## src/rtl/tx_arbiter_module.sv

```systemverilog
// Round-robin arbiter sharing one UART transmitter between N_REQ byte producers.
// Optional send watchdog enabled by defining TX_ARB_TIMEOUT_EN.
module tx_arbiter_module #(
  parameter int unsigned N_REQ          = 4,
  parameter int unsigned ID_W           = 2,
  parameter int unsigned TIMEOUT_CYCLES = 65535
) (
  input  logic                 CLK,
  input  logic                 RSTn,
  input  logic [N_REQ-1:0]     Req,
  input  logic [8*N_REQ-1:0]   Req_Data,
  output logic [N_REQ-1:0]     Grant_Ack,
  output logic [ID_W-1:0]      Grant_Id,
  output logic                 Busy,
  output logic [7:0]           TX_Data,
  output logic                 TX_En_Sig,
  input  logic                 TX_Done_Sig,
  output logic                 Tx_Err
);

  if (N_REQ < 2 || N_REQ > 8 || (1 << ID_W) < N_REQ ||
      TIMEOUT_CYCLES < 1 || TIMEOUT_CYCLES > 65535) begin : g_bad_params
    $error("tx_arbiter_module: illegal parameter set");
  end

  typedef enum logic [1:0] {IDLE, SEND, GAP} state_t;

  state_t             state;
  logic [ID_W-1:0]    ptr;
  logic [ID_W-1:0]    win_id;
  logic               win_vld;
  logic [7:0]         win_data;
  logic [ID_W-1:0]    next_ptr;
  logic [N_REQ-1:0]   req_rot;
  logic [8*N_REQ-1:0] data_sh;
  int unsigned        idx;

  // First requester at or after ptr, wrapping modulo N_REQ.
  always_comb begin
    win_vld = 1'b0;
    win_id  = '0;
    idx     = 0;
    req_rot = '0;
    for (int unsigned k = 0; k < N_REQ; k++) begin
      idx = 32'(ptr) + k;
      if (idx >= N_REQ) idx = idx - N_REQ;
      req_rot = Req >> idx;
      if (!win_vld && req_rot[0]) begin
        win_vld = 1'b1;
        win_id  = ID_W'(idx);
      end
    end
  end

  always_comb begin
    data_sh  = Req_Data >> (8 * win_id);
    win_data = data_sh[7:0];
    next_ptr = (Grant_Id == ID_W'(N_REQ - 1)) ? '0 : Grant_Id + 1'b1;
  end

`ifdef TX_ARB_TIMEOUT_EN
  localparam logic [15:0] WD_LIMIT = 16'(TIMEOUT_CYCLES - 1);
  logic [15:0] wd_cnt;
`else
  assign Tx_Err = 1'b0;
`endif

  always_ff @(posedge CLK or negedge RSTn) begin
    if (!RSTn) begin
      state     <= IDLE;
      ptr       <= '0;
      TX_Data   <= '0;
      TX_En_Sig <= 1'b0;
      Grant_Ack <= '0;
      Grant_Id  <= '0;
      Busy      <= 1'b0;
`ifdef TX_ARB_TIMEOUT_EN
      Tx_Err    <= 1'b0;
      wd_cnt    <= '0;
`endif
    end else begin
      case (state)
        IDLE: begin
          if (win_vld) begin
            TX_Data   <= win_data;
            Grant_Id  <= win_id;
            TX_En_Sig <= 1'b1;
            Busy      <= 1'b1;
            state     <= SEND;
`ifdef TX_ARB_TIMEOUT_EN
            wd_cnt    <= '0;
`endif
          end
        end
        SEND: begin
          // Done has priority over the watchdog limit on the same cycle.
          if (TX_Done_Sig) begin
            TX_En_Sig <= 1'b0;
            Grant_Ack <= N_REQ'(1) << Grant_Id;
            ptr       <= next_ptr;
            state     <= GAP;
          end
`ifdef TX_ARB_TIMEOUT_EN
          else if (wd_cnt == WD_LIMIT) begin
            TX_En_Sig <= 1'b0;
            Tx_Err    <= 1'b1;
            ptr       <= next_ptr;
            state     <= GAP;
          end else begin
            wd_cnt    <= wd_cnt + 1'b1;
          end
`endif
        end
        GAP: begin
          Grant_Ack <= '0;
          Busy      <= 1'b0;
`ifdef TX_ARB_TIMEOUT_EN
          Tx_Err    <= 1'b0;
`endif
          state     <= IDLE;
        end
        default: state <= IDLE;
      endcase
    end
  end

endmodule

```

## config.mk

```make
export PLATFORM = sky130hd
export DESIGN_NAME = tx_arbiter_module
export DESIGN_NICKNAME = d
export VERILOG_FILES = /design/src/rtl/tx_arbiter_module.sv
export SDC_FILE = /design/constraint.sdc
export NUM_CORES = 1
export LEC_CHECK = 0
export ABC_AREA = 0
export CORE_UTILIZATION = 35
export CTS_BUF_LIST = sky130_fd_sc_hd__clkbuf_8
export DETAILED_ROUTE_END_ITERATION = 10
export GPL_TIMING_DRIVEN = 0
export PLACE_DENSITY = 0.76
export SLEW_MARGIN = 10
export SYNTH_ARGS = -nofsm -noshare
export SYNTH_HDL_FRONTEND = slang
export SYNTH_SLANG_ARGS = --single-unit
```

## constraint.sdc

```tcl
create_clock -name CLK -period 2.92 [get_ports CLK]
set_clock_uncertainty 0.05 [all_clocks]
set_input_delay 0.438 -clock CLK [delete_from_list [all_inputs] [get_ports CLK]]
set_output_delay 0.438 -clock CLK [all_outputs]
set_load 0.005 [all_outputs]
```

==> flow_metrics.py <==
metrics = {
    "status": {
        "run_status": "completed",
    },
    "layout": {
        "n_antenna_cell": 0,
        "areaGrowthSynthToFinish_pct": 49.9,
        "stdcell_area_mm2": 0.00222,
        "final_common_cell": "clkdlybuf4s50_1",
        "final_cell_mix": "clkdlybuf4s50_1 (54), dfrtp_1 (19), nand2_1 (18)",
        "fin_nets": 266,
        "drive_gt1_frac": 0.153,
    },
    "synth": {
        "ys_ff_latch": 20,
        "synth_cell_types": 38,
        "syn_nets": 199,
        "synth_top_cell_by_area": "dfrtp_1",
        "synth_area_leaders": "dfrtp_1 (34%), mux2i_1 (11%), ha_1 (7.6%), o221ai_1 (4.7%), nand2_1 (4.6%)",
        "synth_top_area_share": 0.338,
        "synth_area_mm2": 0.00148,
        "yosysSeqAreaShare": 0.338,
        "syn_avg_cell_area_um2": 9.81,
        "yosys_warnings": 0,
        "netlist_instances": 151,
    },
    "worst_setup_path": {
        "worstPathArrival_ps": 2940,
        "path_common_cell": "buf_6",
        "crit_type": "register to register",
        "crit_chain": "buf_6 -> clkinvlp_4 -> ha_4 -> inv_1 -> nor3_4 -> nor3_1 -> o32a_1 -> or4_4 -> buf_6 -> o221ai_1",
        "crit_path_start_kind": "register",
        "cp_max_fo": 10,
        "slowest_stage": "or4_4",
        "crit_family": "simple AND/OR/NAND/NOR gates",
        "path_buf_inv": 4,
        "max_stage_delay_ps": 490,
        "cp.required_ps": 3030,
        "endpoint_kind": "register",
    },
    "detailed_routing": {
        "vias_per_cell": 5.32,
        "wl_um": 4060,
        "wl_per_cell_um": 15.2,
        "dr.first_iter.drc_count": 81,
        "drtPass1Iterations": 4,
        "postRouteAntennaNets": 0,
        "vias": 1416,
        "drc": 0,
    },
    "cts": {
        "cts_tree": "done",
        "clk_pin_slew_ps": 70,
        "cts_buffers": 3,
        "cts.sinks": 20,
        "clockBufferDepth": 2,
        "holdBufCountCts": 0,
        "cts_root_buf": "clkbuf_8",
        "clk_latency_ps": 260,
        "h-tree-depth": 1,
    },
    "grt": {
        "grt_max_degree": 21,
        "grt_pass1_vias": 1345,
        "overflow": 0,
        "antenna_found_initial": 0,
        "gr-usage-all-layers": 0.185,
        "grt_pass1_wl_um": 6310,
    },
    "power_and_ir_drop": {
        "power_mw": 2.49,
        "ir_drop_mv": 0.690,
        "cellLeakagePower_nw": 0.985,
        "pwr_density_cell_mw_per_mm2": 1120,
    },
    "sta": {
        "slew_headroom": 0.375,
        "setup_viol": 0,
        "drv_slew": 0,
        "max_freq_mhz": 353,
        "tightest_slew_ps": 934,
        "whs_ps": 441,
        "period_minus_slack_ps": 2830,
        "period_share": 0.969,
        "hold_violations": 0,
        "setup_ws_ps": 90.8,
    },
    "place": {
        "place_ws_ps": -380,
        "port_buffers": 54,
        "gp_congestion": 0.810,
        "placed_area_mm2": 0.00208,
        "hpwl_um": 2990,
    },
    "worst_hold_path": {
        "hp-class": "register to register",
    },
    "floorplanning": {
        "fp-row-count": 23,
        "dieArea_mm2": 0.00450,
        "coreArea_mm2": 0.00403,
        "io_pins": 56,
        "die_w_um": 67.1,
        "start_util": 0.368,
        "chipHeight_um": 67.1,
    },
    "flow_run": {
        "drv_cap": 0,
    },
}
==> worst reg2reg max path, stage by stage (launching register included) <==
cell and delay [ps]:
dfrtp_2 420, buf_6 170, clkinvlp_4 170, ha_4 340, inv_1 80, nor3_4 210
nor3_1 100, o32a_1 380, or4_4 490, buf_6 160, o221ai_1 180
==> cells in the mapped netlist (all sizes together) <==
master / number
a21boi: 2
or4: 1
ha: 9
buf: 4
a21oi: 9
clkbuf: 3
nand2b: 1
dfrtp: 20
or4b: 1
conb: 1
nand2: 18
nor4: 3
a221oi: 1
a21o: 3
nor2b: 1
nor3b: 1
o31a: 1
o31ai: 2
o221a: 1
a211oi: 3
nor2: 2
inv: 9
o2bb2ai: 1
o211ai: 2
mux2: 4
o21ai: 8
and3: 4
o221ai: 8
a311oi: 1
mux2i: 18
o32a: 1
nor3: 4
nand3: 1
or3: 3
==> cell families after synthesis <==
family,after synthesis,synth area share
muxes,22,0.160
adders and majority gates,9,0.0760
other,1,0.00253
buffers and inverters,16,0.0583
DFF,20,0.338
and+or+nand+nor,40,0.149
AOI/OAI and AO/OA,43,0.215
==> routing by layer <==
metal / up-vias / GRT usage / part of all wire
met5: - / 0 / 0
met4: 0 / 0.0372 / 0.016
met3: 8 / 0.0428 / 0.037
met2: 33 / 0.303 / 0.49
met1: 677 / 0.245 / 0.45
li1: 698 / - / -
==> cell type report <==
cell class	instances	area (µm²)
fillers	370	1810
repair buffers	62	604
plain buffers	7	57.6
clock buffers	3	41.3
multi-input cells	115	916
inverters	9	37.5
well taps	50	62.6
flip-flops and latches	20	502
==> registers in the layout (all words and copies together), names as in the netlist <==
register,flops
Busy,1
Grant_Ack,4
Grant_Id,2
TX_Data,8
TX_En_Sig,1
ptr,2
state,2
==> stage by stage <==
| step | instances | util | setup TNS (ps) |
|---|---|---|---|
| 2_1_floorplan | 151 | - | 0 |
| 3_3_place_gp | 255 | 0.517 | -3120 |
| 3_5_place_dp | 255 | 0.517 | -2860 |
| 4_1_cts | 263 | 0.540 | 0 |
| 5_1_grt | 266 | 0.551 | -97.9 |
| 6_report | 266 | 0.551 | 0 |
==> worst paths after layout <==
kind / start / end / slack (ps) / cells past startpoint
min: TX_Data[2] / TX_Data[2] / 440 / 2
max in group asynchronous: RSTn / ptr[0] / 1530 / 1
min in group asynchronous: RSTn / TX_Data[4] / 640 / 1
max reg2reg: ptr[0] / TX_Data[7] / 90 / 10
max: ptr[0] / TX_Data[7] / 90 / 10
min reg2reg: TX_Data[2] / TX_Data[2] / 440 / 2
==> report_power, final <==
part | leakage (nW) | total, mW | switching [mW] | internal [mW]
clock network | 0.0216 | 0.181 | 0.0894 | 0.0919
logic | 0.720 | 1.79 | 0.863 | 0.925
registers | 0.244 | 0.516 | 0.104 | 0.412
==> timing repair <==
action / CTS / global route
pin swaps: 3 / 2
gates cloned: 0 / 0
buffers inserted: 5 / 3
endpoints found under the hold margin: 0 / 0
gates resized for setup: 4 / 9
setup endpoints to repair: 9 / 10
Note: power is estimated with default switching activity, not from simulation.
